### src/rtl/fetch_redirect_ctrl_if.sv
// rtl/fetch_redirect_ctrl_if.sv - redirect request and stage-1 PC bundle for fetch_redirect_ctrl
interface fetch_redirect_ctrl_if;
    logic        ready;
    logic        hold_pc;
    logic        except_valid;
    logic [31:0] except_vec;
    logic        dmis_valid;
    logic [31:0] dmis_target;
    logic        rmis_valid;
    logic [31:0] rmis_target;
    logic        hold_resolved;
    logic        pres_valid;
    logic [31:0] pres_target;
    logic        replay_valid;
    logic [31:0] replay_vaddr;
    logic        pred_valid;
    logic [31:0] pred_target;
    logic        pred_delayed;
    logic [31:0] pc;
    logic        pc_en;
    logic        ds_pending;

    modport master (
        output ready, hold_pc,
        output except_valid, except_vec, dmis_valid, dmis_target,
        output rmis_valid, rmis_target, hold_resolved,
        output pres_valid, pres_target, replay_valid, replay_vaddr,
        output pred_valid, pred_target, pred_delayed,
        input  pc, pc_en, ds_pending
    );

    modport slave (
        input  ready, hold_pc,
        input  except_valid, except_vec, dmis_valid, dmis_target,
        input  rmis_valid, rmis_target, hold_resolved,
        input  pres_valid, pres_target, replay_valid, replay_vaddr,
        input  pred_valid, pred_target, pred_delayed,
        output pc, pc_en, ds_pending
    );
endinterface

### src/rtl/fetch_redirect_ctrl.sv
// rtl/fetch_redirect_ctrl.sv - fetch PC sequencer with prioritised redirect arbitration
// Optional per-source applied-redirect counters: define FETCH_REDIRECT_STATS_EN.
module fetch_redirect_ctrl #(
    parameter logic [31:0] RESET_PC  = 32'hBFC0_0000,
    parameter int          FETCH_NUM = 2,
    parameter int          NSRC      = 6
) (
    input  logic                 clk,
    input  logic                 rst_n,
    fetch_redirect_ctrl_if.slave bus
`ifdef FETCH_REDIRECT_STATS_EN
    ,
    output logic [31:0]          redirect_cnt [NSRC]
`endif
);
    localparam int          PW        = $clog2(NSRC);
    localparam logic [31:0] GRP_BYTES = 32'(4 * FETCH_NUM);

    // Larger value means higher priority.
    localparam logic [PW-1:0] P_EXC  = PW'(5);
    localparam logic [PW-1:0] P_DMIS = PW'(4);
    localparam logic [PW-1:0] P_RMIS = PW'(3);
    localparam logic [PW-1:0] P_PRES = PW'(2);
    localparam logic [PW-1:0] P_REPL = PW'(1);
    localparam logic [PW-1:0] P_PRED = PW'(0);

    typedef enum logic [1:0] {S_RUN, S_WAIT_DS, S_PEND} state_t;

    state_t        state, state_nx;
    logic [31:0]   pc_q, pc_nx;
    logic          pc_en_q, pc_en_nx;
    logic          pend_valid, pend_valid_nx;
    logic [PW-1:0] pend_prio, pend_prio_nx;
    logic [31:0]   pend_target, pend_target_nx;
    logic          pend_ds, pend_ds_nx;
    logic [31:0]   ds_target, ds_target_nx;

    logic          adv, rmis_eff, hi_win, take_cur;
    logic          win_valid, win_ds;
    logic [PW-1:0] win_prio, sel_prio, apply_prio;
    logic [31:0]   win_target, sel_target, seq_pc;
    logic          sel_ds, apply_valid;

    // A bubble cycle (pc_en low) issued no fetch, so it cannot advance the PC.
    assign adv      = bus.ready & ~bus.hold_pc & pc_en_q;
    assign rmis_eff = bus.rmis_valid & ~bus.hold_resolved;
    assign seq_pc   = (pc_q & ~(GRP_BYTES - 32'd1)) + GRP_BYTES;

    always_comb begin
        win_valid  = 1'b1;
        win_prio   = P_PRED;
        win_target = bus.pred_target;
        win_ds     = 1'b0;
        if (bus.except_valid) begin
            win_prio   = P_EXC;
            win_target = bus.except_vec;
        end else if (bus.dmis_valid) begin
            win_prio   = P_DMIS;
            win_target = bus.dmis_target;
        end else if (rmis_eff) begin
            win_prio   = P_RMIS;
            win_target = bus.rmis_target;
        end else if (bus.pres_valid) begin
            win_prio   = P_PRES;
            win_target = bus.pres_target;
        end else if (bus.replay_valid) begin
            win_prio   = P_REPL;
            win_target = bus.replay_vaddr;
        end else if (bus.pred_valid) begin
            win_ds     = bus.pred_delayed;
        end else begin
            win_valid  = 1'b0;
        end
    end

    // Equal priority lets the newer request replace the pending one.
    assign take_cur   = win_valid & (~pend_valid | (win_prio >= pend_prio));
    assign sel_prio   = take_cur ? win_prio   : pend_prio;
    assign sel_target = take_cur ? win_target : pend_target;
    assign sel_ds     = take_cur ? win_ds     : pend_ds;
    assign hi_win     = win_valid & (win_prio != P_PRED);

    always_comb begin
        state_nx       = state;
        pc_nx          = pc_q;
        pc_en_nx       = 1'b1;
        pend_valid_nx  = pend_valid;
        pend_prio_nx   = pend_prio;
        pend_target_nx = pend_target;
        pend_ds_nx     = pend_ds;
        ds_target_nx   = ds_target;
        apply_valid    = 1'b0;
        apply_prio     = win_prio;
        unique case (state)
            S_RUN: begin
                if (adv) begin
                    if (win_valid && win_ds) begin
                        pc_nx        = seq_pc;
                        ds_target_nx = win_target;
                        state_nx     = S_WAIT_DS;
                    end else if (win_valid) begin
                        pc_nx       = win_target;
                        apply_valid = 1'b1;
                    end else begin
                        pc_nx = seq_pc;
                    end
                end else if (win_valid) begin
                    pend_valid_nx  = 1'b1;
                    pend_prio_nx   = win_prio;
                    pend_target_nx = win_target;
                    pend_ds_nx     = win_ds;
                    state_nx       = S_PEND;
                end
            end
            S_WAIT_DS: begin
                if (adv) begin
                    state_nx    = S_RUN;
                    apply_valid = 1'b1;
                    if (hi_win) begin
                        pc_nx = win_target;
                    end else begin
                        pc_nx      = ds_target;
                        apply_prio = P_PRED;
                    end
                end else if (hi_win) begin
                    pend_valid_nx  = 1'b1;
                    pend_prio_nx   = win_prio;
                    pend_target_nx = win_target;
                    pend_ds_nx     = 1'b0;
                    state_nx       = S_PEND;
                end
            end
            S_PEND: begin
                if (adv) begin
                    pend_valid_nx = 1'b0;
                    if (sel_ds) begin
                        pc_nx        = seq_pc;
                        ds_target_nx = sel_target;
                        state_nx     = S_WAIT_DS;
                    end else begin
                        pc_nx       = sel_target;
                        apply_valid = 1'b1;
                        apply_prio  = sel_prio;
                        state_nx    = S_RUN;
                    end
                end else begin
                    pend_prio_nx   = sel_prio;
                    pend_target_nx = sel_target;
                    pend_ds_nx     = sel_ds;
                end
            end
            default: state_nx = S_RUN;
        endcase
        // One-cycle fetch bubble so the exception flush can propagate.
        if (apply_valid && apply_prio == P_EXC) pc_en_nx = 1'b0;
    end

    always_ff @(posedge clk or negedge rst_n) begin
        if (!rst_n) begin
            state       <= S_RUN;
            pc_q        <= RESET_PC;
            pc_en_q     <= 1'b0;
            pend_valid  <= 1'b0;
            pend_prio   <= '0;
            pend_target <= '0;
            pend_ds     <= 1'b0;
            ds_target   <= '0;
        end else begin
            state       <= state_nx;
            pc_q        <= pc_nx;
            pc_en_q     <= pc_en_nx;
            pend_valid  <= pend_valid_nx;
            pend_prio   <= pend_prio_nx;
            pend_target <= pend_target_nx;
            pend_ds     <= pend_ds_nx;
            ds_target   <= ds_target_nx;
        end
    end

    assign bus.pc         = pc_q;
    assign bus.pc_en      = pc_en_q;
    assign bus.ds_pending = (state == S_WAIT_DS);

`ifdef FETCH_REDIRECT_STATS_EN
    // Index 0 counts exceptions, NSRC-1 counts predictions.
    always_ff @(posedge clk or negedge rst_n) begin
        if (!rst_n) begin
            for (int i = 0; i < NSRC; i++) redirect_cnt[i] <= '0;
        end else begin
            for (int i = 0; i < NSRC; i++) begin
                if (apply_valid && apply_prio == PW'(NSRC - 1 - i) && redirect_cnt[i] != '1)
                    redirect_cnt[i] <= redirect_cnt[i] + 32'd1;
            end
        end
    end
`endif
endmodule

### src/flat_wrapper.sv
// flat-port wrapper written by rule: the top's interface ports become plain ports
module fetch_redirect_ctrl_flat 
#(
    parameter logic [31:0] RESET_PC  = 32'hBFC0_0000,
    parameter int          FETCH_NUM = 2,
    parameter int          NSRC      = 6
)
  (clk, rst_n, bus_ready, bus_hold_pc, bus_except_valid, bus_except_vec, bus_dmis_valid, bus_dmis_target, bus_rmis_valid, bus_rmis_target, bus_hold_resolved, bus_pres_valid, bus_pres_target, bus_replay_valid, bus_replay_vaddr, bus_pred_valid, bus_pred_target, bus_pred_delayed, bus_pc, bus_pc_en, bus_ds_pending);
  fetch_redirect_ctrl_if bus_i ();
  input  logic clk;
  input  logic rst_n;
  input wire logic [$bits(bus_i.ready)-1:0] bus_ready;
  input wire logic [$bits(bus_i.hold_pc)-1:0] bus_hold_pc;
  input wire logic [$bits(bus_i.except_valid)-1:0] bus_except_valid;
  input wire logic [$bits(bus_i.except_vec)-1:0] bus_except_vec;
  input wire logic [$bits(bus_i.dmis_valid)-1:0] bus_dmis_valid;
  input wire logic [$bits(bus_i.dmis_target)-1:0] bus_dmis_target;
  input wire logic [$bits(bus_i.rmis_valid)-1:0] bus_rmis_valid;
  input wire logic [$bits(bus_i.rmis_target)-1:0] bus_rmis_target;
  input wire logic [$bits(bus_i.hold_resolved)-1:0] bus_hold_resolved;
  input wire logic [$bits(bus_i.pres_valid)-1:0] bus_pres_valid;
  input wire logic [$bits(bus_i.pres_target)-1:0] bus_pres_target;
  input wire logic [$bits(bus_i.replay_valid)-1:0] bus_replay_valid;
  input wire logic [$bits(bus_i.replay_vaddr)-1:0] bus_replay_vaddr;
  input wire logic [$bits(bus_i.pred_valid)-1:0] bus_pred_valid;
  input wire logic [$bits(bus_i.pred_target)-1:0] bus_pred_target;
  input wire logic [$bits(bus_i.pred_delayed)-1:0] bus_pred_delayed;
  output wire logic [$bits(bus_i.pc)-1:0] bus_pc;
  output wire logic [$bits(bus_i.pc_en)-1:0] bus_pc_en;
  output wire logic [$bits(bus_i.ds_pending)-1:0] bus_ds_pending;
  assign bus_i.ready = bus_ready;
  assign bus_i.hold_pc = bus_hold_pc;
  assign bus_i.except_valid = bus_except_valid;
  assign bus_i.except_vec = bus_except_vec;
  assign bus_i.dmis_valid = bus_dmis_valid;
  assign bus_i.dmis_target = bus_dmis_target;
  assign bus_i.rmis_valid = bus_rmis_valid;
  assign bus_i.rmis_target = bus_rmis_target;
  assign bus_i.hold_resolved = bus_hold_resolved;
  assign bus_i.pres_valid = bus_pres_valid;
  assign bus_i.pres_target = bus_pres_target;
  assign bus_i.replay_valid = bus_replay_valid;
  assign bus_i.replay_vaddr = bus_replay_vaddr;
  assign bus_i.pred_valid = bus_pred_valid;
  assign bus_i.pred_target = bus_pred_target;
  assign bus_i.pred_delayed = bus_pred_delayed;
  assign bus_pc = bus_i.pc;
  assign bus_pc_en = bus_i.pc_en;
  assign bus_ds_pending = bus_i.ds_pending;
  fetch_redirect_ctrl #(.RESET_PC(RESET_PC), .FETCH_NUM(FETCH_NUM), .NSRC(NSRC)) u_core (.clk(clk), .rst_n(rst_n), .bus(bus_i));
endmodule
### config.mk
export PLATFORM = sky130hd
export DESIGN_NAME = fetch_redirect_ctrl_flat
export DESIGN_NICKNAME = d
export VERILOG_FILES = /design/src/rtl/fetch_redirect_ctrl_if.sv /design/src/rtl/fetch_redirect_ctrl.sv /design/src/flat_wrapper.sv
export SDC_FILE = /design/constraint.sdc
export NUM_CORES = 1
export LEC_CHECK = 0
export ABC_CLOCK_PERIOD_IN_PS = 3250
export BUFFER_PORTS_ARGS = -buffer_cell sky130_fd_sc_hd__buf_2
export CAP_MARGIN = 20
export CORE_MARGIN = 5
export CORE_UTILIZATION = 40
export DETAILED_ROUTE_END_ITERATION = 12
export GPL_TIMING_DRIVEN = 0
export HOLD_SLACK_MARGIN = 0.05
export PLACE_DENSITY_LB_ADDON = 0.12
export SETUP_SLACK_MARGIN = 0.5
export SLEW_MARGIN = 20
export SYNTH_ARGS = -nofsm -noshare
export SYNTH_HDL_FRONTEND = slang
export SYNTH_SLANG_ARGS = --single-unit
### constraint.sdc
create_clock -name clk -period 3.25 [get_ports clk]
set_input_delay 0.1625 -clock clk [delete_from_list [all_inputs] [get_ports clk]]
set_output_delay 0.1625 -clock clk [all_outputs]
set_load 0.02 [all_outputs]
# Word level (Yosys, flattened, before mapping)
# Index checks and enable logic that the tools add are counted.
dict set report op_classes {
  eq_ne 16
  bitwise_logic 9
  addsub 1
  reduce_logical 11
  muxes 83
  order_cmp 1
}
# cell count
set ops {}
lappend ops {{$mux 32} 22}
lappend ops {{$pmux 32 s3} 2}
lappend ops {{$pmux 32 s2} 1}
lappend ops {{$mux 3} 14}
lappend ops {{$add 32x4->32 const B} 1}
lappend ops {{$mux 1} 32}
lappend ops {{$ne 2x1->1 const B} 7}
lappend ops {{$mux 2} 6}
lappend ops {{$reduce_and 6->1} 2}
lappend ops {{$pmux 1 s3} 3}
lappend ops {{$pmux 3 s3} 1}
lappend ops {{$reduce_and 4->1} 2}
lappend ops {{$ne 2x2->1 const B} 3}
lappend ops {{$ne 3x1->1 const B} 2}
lappend ops {{$pmux 2 s3} 1}
lappend ops {{$pmux 3 s2} 1}
lappend ops {{$reduce_bool 3->1} 2}
lappend ops {{$and 1x1->1} 5}
lappend ops {{$reduce_and 5->1} 1}
lappend ops {{$eq 3x3->1 const B} 1}
lappend ops {{$ge 3x3->1} 1}
lappend ops {{$ne 3x3->1 const B} 1}
lappend ops {{$not 1->1} 3}
lappend ops {{$eq 2x1->1 const B} 1}
lappend ops {{other kinds (5)} 6}
dict set report totals {
  regBits 104
  input_bits 204
}

# Logic depth before layout (Yosys ltp)
dict set report depth {
  ltp_word 15
  ltp_mapped 17
  ltp_nobuf 12
}

# Worst setup path before layout
# OpenSTA, ideal clock, no wires.
dict set report synth_path {
  path_kind {in2reg}
  startpoint {input bus_pres_valid}
  endpoint {register u_core.pc_en_q (netlist: u_core.bus.pc_en)}
  arrival_time_ns 3.129
  required_time_ns 3.130
  path_stages 15
  n_path_buf 3
  path_slack_ns 0.001
  setup_time_ns 0.120
  cell_sequence {clkbuf_1 > clkbuf_1 > inv_1 > a21oi_1 > nor2_1 > nor2_1 > ha_1 > nor2b_1 > o2111ai_1 > a41o_1 > or2_1 > buf_2 > a222oi_1 > o211ai_1 > a41o_1}
}
dict set report synth_between {
  elab_chain_cells 14
  elab_cells_between_ends 34
  classes_between {1 x order compare; 1 x eq/ne; 26 x mux; 3 x bitwise; 3 x reduce/logical}
}
# item line
set synth_lines {}
lappend synth_lines {{from (decl)} flat_wrapper.sv:21} ;# input wire logic [$bits(bus_i.pres_valid)-1:0] bus_pres_valid;
lappend synth_lines {{$mux 3} fetch_redirect_ctrl.sv:63} ;# end else if (bus.pres_valid) begin
lappend synth_lines {{$mux 3} fetch_redirect_ctrl.sv:60} ;# end else if (rmis_eff) begin
lappend synth_lines {{$mux 3} fetch_redirect_ctrl.sv:57} ;# end else if (bus.dmis_valid) begin
lappend synth_lines {{$mux 3} fetch_redirect_ctrl.sv:54} ;# if (bus.except_valid) begin
lappend synth_lines {{$ge 3x3->1} fetch_redirect_ctrl.sv:77} ;# assign take_cur = win_valid & (~pend_valid | (win_prio >= pend_prio));
lappend synth_lines {{$or 1x1->1} fetch_redirect_ctrl.sv:77}
lappend synth_lines {{$and 1x1->1} fetch_redirect_ctrl.sv:77}
lappend synth_lines {{$mux 3 or $mux 1 (tied branches)} {fetch_redirect_ctrl.sv:78, fetch_redirect_ctrl.sv:80}}
lappend synth_lines {{$mux 3} fetch_redirect_ctrl.sv:136} ;# if (sel_ds) begin
lappend synth_lines {{$mux 3} fetch_redirect_ctrl.sv:134} ;# if (adv) begin
lappend synth_lines {{$pmux 3 s2} fetch_redirect_ctrl.sv:94} ;# unique case (state)
lappend synth_lines {{$eq 3x3->1} fetch_redirect_ctrl.sv:155} ;# if (apply_valid && apply_prio == P_EXC) pc_en_nx = 1'b0;
lappend synth_lines {{$logic_and 1x1->1 (*)} fetch_redirect_ctrl.sv:155}
lappend synth_lines {{$mux 1 (*)} fetch_redirect_ctrl.sv:155}
lappend synth_lines {{net u_core.pc_en_nx} fetch_redirect_ctrl.sv:31} ;# logic pc_en_q, pc_en_nx;
lappend synth_lines {{to (signal assigned)} fetch_redirect_ctrl.sv:171} ;# pc_en_q <= pc_en_nx;
lappend synth_lines {{to (decl)} fetch_redirect_ctrl.sv:31}
# Mark *: on every way through the listed nets, which the timed path passes. The rest lies on a longest branch.
# A chain may end at the register's enable or synchronous reset.

# Worst setup path after layout
dict set report layout_path {
  startpoint {input bus_replay_valid}
  endpoint {register u_core.pc_q[19] (netlist: u_core.bus.pc[19])}
}
dict set report layout_between {
  elab_chain_cells 12
  elab_cells_between_ends 36
  classes_between {1 x order compare; 30 x mux; 3 x bitwise; 2 x reduce/logical}
}
# item line
set layout_lines {}
lappend layout_lines {{from (decl)} flat_wrapper.sv:23} ;# input wire logic [$bits(bus_i.replay_valid)-1:0] bus_replay_valid;
lappend layout_lines {{$mux 1} fetch_redirect_ctrl.sv:66} ;# end else if (bus.replay_valid) begin
lappend layout_lines {{$mux 3} fetch_redirect_ctrl.sv:63}
lappend layout_lines {{$mux 3} fetch_redirect_ctrl.sv:60}
lappend layout_lines {{$mux 3} fetch_redirect_ctrl.sv:57}
lappend layout_lines {{$mux 3} fetch_redirect_ctrl.sv:54}
lappend layout_lines {{$ge 3x3->1} fetch_redirect_ctrl.sv:77}
lappend layout_lines {{$or 1x1->1} fetch_redirect_ctrl.sv:77}
lappend layout_lines {{$and 1x1->1} fetch_redirect_ctrl.sv:77}
lappend layout_lines {{$mux 32 or $mux 1 (tied branches)} {fetch_redirect_ctrl.sv:79, fetch_redirect_ctrl.sv:80}}
lappend layout_lines {{$mux 32} fetch_redirect_ctrl.sv:136}
lappend layout_lines {{$mux 32} fetch_redirect_ctrl.sv:134}
lappend layout_lines {{$pmux 32 s3 (*)} fetch_redirect_ctrl.sv:94}
lappend layout_lines {{to (signal assigned)} fetch_redirect_ctrl.sv:170} ;# pc_q <= pc_nx;
lappend layout_lines {{to (decl)} fetch_redirect_ctrl.sv:30} ;# logic [31:0] pc_q, pc_nx;
# Mark *: on every way between the ends. The rest lies on a longest branch, timed or not. The select of a mux whose other input is x is not followed.

==> results summary <==
The remaining routing DRC violations came out at 0. The maximum number of pins on one net before global-route repair is 69. The number of setup violations in the final report is 0. The floorplan step set the die width to 149 µm. The first-iteration detailed-routing DRC count is 742. Setup repair after global routing could not meet its margin everywhere. The sequential element share of the synthesized area came out at 33.8%. A synthesized cell averages 8.19 µm².

The area of combinational cells with multiple inputs came out at 4910 µm². The HPWL after detailed placement came out at 25,900 µm. The minimum setup slack after placement is -1020 ps.

The TritonCTS clock tree is built. The average routed wire per standard cell is 22.6 µm. The utilization of the core after routing came out at 53.4%. The xor-xnor portion of the synthesized cell area is 0.793%. The count of inserted antenna diode cells came out at 0. The library cell occupying the most area in the post-synthesis netlist is dfrtp_1.

The worst path arrival time is 3000 ps. The transition at the pin with the smallest max-transition slack came out at 857 ps. The clock sink count is 104. Global routing used 29.3% of the available tracks across all layers. The final period utilization is 84.6%. The insertion delay of the later-clocked pin in the worst-skew pair is 370 ps.

Counting flops with an async set or reset pin after synthesis yields a share of 100%. The maximum clock rate is 364 MHz. The relative max-transition margin came out at 42.4%. The number of vias after detailed routing came out at 8,791.

The setup slack of the most critical reg-to-reg path came out at 560 ps. STA classifies the critical path endpoint as a flip-flop. The area enclosed by the die boundary came out at 22,200 µm².

The required arrival time at the worst endpoint is 3500 ps. For this design the top-level I/O count stands at 238. The worst setup path is of the input port to flip-flop kind. The worst path in the final design needs a cycle of 2750 ps, including I/O delays and setup. In this run, synthesis inferred 0 flip-flops with an integrated enable. Max-cap violations in this run came to 0. The clock slew seen by the registers of the worst setup and hold paths came out at 80 ps. The routability congestion estimate from global placement is 0.911. The number of buffers created by CTS is 9.

The endpoint identified for the worst register-to-register timing path is u_core.bus.pc[19]. STA classifies the critical path startpoint as an input port. CTS built an H-tree with a depth of 3. The beginning of the worst register-to-register path is u_core.pend_prio[2]. The final count of pins violating max slew came out at 0.

The post-synthesis cell area is 7730 µm². The total power divided by cell area is 836 nW/µm². The Yosys step of the flow raised 0 warnings.

The smallest setup slack after layout is 501 ps. The starting density of the core is 40.9%. The ratio of cells with drive above 1 in the final layout came out at 33.4%. The number of antenna-violating nets in the routed design is 0. The maximum buffer depth of the clock tree came out at 2. The number of different library cells used by synthesis comes to 67. The count of placed standard cells in the final layout, fillers left out is 1,474. After synthesis, the largest family of logic cells by area is compound AO/OA/AOI/OAI gates. The power consumption came out at 0.00843 W. The mux contribution to synthesized area is 12.6%. Across the routed clock network, the largest skew measured is 13.8 ps. For the worst flop-to-flop path, the logic depth is 10. The post-synthesis net count came out at 1,156. By area the synthesized netlist is led by dfrtp_1 (31%), mux2i_1 (7.8%), nand2_1 (6.1%), o21ai_0 (6.1%), a21oi_1 (5.9%). The worst min-delay path class is input port to async pin. After Yosys synthesis, and, or, nand and nor cells account for 16.6% of the synthesized area.

The maximum VDD drop is 0.399 mV. In this run the worst setup path begins at bus_replay_valid. The share of the synthesized area in the top cell type is 30.8%.

The site row count is 50. The total global routing overflow is 0. The number of global-route vias before repair came to 8,521. The per-cell via count in the routed design is 5.96. For this design the static power due to leakage is 4.62 nW. The die height came out at 149 µm. The count of filler cells inserted in the layout is 1,908. The routed wire length is 33,400 µm. The area of the core region is 18,900 µm². The final count of hold timing violations came out at 0. The adder and majority gate portion of the synthesized area came out at 1.30%. In the synthesized netlist the dominant register cell turns out to be dfrtp_1. Synthesis produced 944 cells.

CTS placed an instance of clkbuf_16 at the clock tree root. The total iterations of the first detailed-routing run is 5. The register area came out at 2610 µm². The flow ran to the end, and the final reports show no timing, DRC or antenna violations. Port buffering added 236 buffers. The synthesized design contains 104 register bits.

The synthesis-to-finish area growth came out at 30.5%. The number of antenna violations at the first check in global routing was 0. The first-pass GRT wire length is 50,000 µm. Along the worst path, the maximum fanout reaches 10. The fraction of the mapped netlist area in compound gates is 29.7%. Counting tap cells, the placed design contains a total of 1,441 instances. The count of nets after finishing came out at 1,421.
==> per-stage QoR <==
step | TNS [ps] | cell area (µm²) | hold slack, ps
final | 0 | 10100 | 265
after global placement | -30640 | 9330 | 463
after CTS | 0 | 9930 | 275
after detailed placement | -36290 | 9370 | 93.0
after floorplan | 0 | 7830 | -133
after global routing | 0 | 10100 | 301
==> kinds of logic (layout without fill, tap and decap cells) <==
| group | after synthesis | after routing |
|---|---|---|
| adders and majority gates | 8 | 8 |
| AOI/OAI and AO/OA | 360 | 361 |
| xor gates and xnor gates | 7 | 7 |
| and+or+nand+nor | 279 | 279 |
| DFF | 104 | 104 |
| muxes | 93 | 93 |
| buffers and inverters | 93 | 362 |
==> metal layers <==
metal | global-route usage, % | vias up | wire length, µm
li1 | - | 4072 | -
met1 | 40.9 | 4270 | 14700
met2 | 46.9 | 386 | 15700
met3 | 4.83 | 63 | 2180
met4 | 8.24 | 0 | 874
met5 | 0 | - | 0
==> power breakdown <==
group / total [W] / leakage [nW] / internal (W) / switching, W
registers: 0.00255 / 1.23 / 0.00198 / 0.000569
clock network: 0.00114 / 0.148 / 0.000553 / 0.000588
logic: 0.00473 / 3.24 / 0.00182 / 0.00291
total: 0.00843 / 4.62 / 0.00436 / 0.00407
==> cells in the final DEF, fill, tap and decap left out, types with 15 or more instances in the layout <==
cell type and count:
buf_4 23, o211ai_1 37, nand2_1 125, o21ai_0 84, nand2b_1 24, o22ai_1 39
nor3_1 18, dfrtp_1 95, mux2_2 33, clkbuf_1 21, clkbuf_2 15, buf_2 248
nor2_1 47, mux2i_1 59, a21oi_1 88, inv_1 17
==> critical path, cell delays in order <==
cell	delay, ps
buf_8	120
clkbuf_16	170
buf_12	160
a21oi_2	130
nor2_1	60
nor2_2	200
ha_4	240
nor2b_4	140
o2111ai_4	200
nor2b_2	240
o211ai_1	440
nand2_2	220
a21o_1	230
a221o_1	290
==> cell type report <==
type	count	share of cell area (%)
plain buffers	74	4.91
flip-flops and latches	104	25.9
repair buffers	253	13.4
multi-input cells	748	48.7
well taps	260	3.23
inverters	19	0.769
clock buffers	9	2.23
clock inverters	7	0.819
==> Yosys cell counts (5+ instances only) <==
cell type and n:
a31oi_1 7, a21oi_1 91, inv_1 18, o21ai_1 6, nand3_1 15, and3_1 8
dfrtp_1 95, clkbuf_1 43, o211ai_1 37, o22ai_1 39, a221o_1 9, a21o_1 6
nor2_1 50, o22a_1 7, ha_1 8, nand4_1 10, buf_1 5, mux2_2 33
buf_2 20, nor3_1 19, nor2b_1 5, a221oi_1 15, dfstp_2 9, nand2b_1 24
mux2i_1 60, nand2_1 126, a41o_1 5, o21ai_0 94
==> sequential cells by signal, summed over array words and instances, names as in the netlist <==
signal              cells
u_core.pend_prio        3
u_core.pend_ds          1
u_core.pend_valid       1
u_core.bus.pc_en        1
u_core.bus.pc          32
u_core.ds_target       32
u_core.state            2
u_core.pend_target     32
==> timing repair <==
item                       4_1_cts  5_1_grt
pin swaps                        8       13
hold endpoints to repair        36        0
hold buffers                     1        0
resized for setup               53       51
cloned                           0        2
setup buffers                    9        5
setup endpoints to repair      102       93
==> worst max-delay path by stage <==
stage                                   end  slack, ps  cells after the start
after floorplan            u_core.bus.pc_en        380                     15
after global placement    u_core.bus.pc[24]      -1040                     13
after detailed placement  u_core.bus.pc[24]      -1020                     13
after CTS                 u_core.bus.pc[11]        500                     14
after global routing       u_core.bus.pc_en        390                     16
final                     u_core.bus.pc[19]        500                     14
Note: power is estimated with default switching activity, not from simulation.
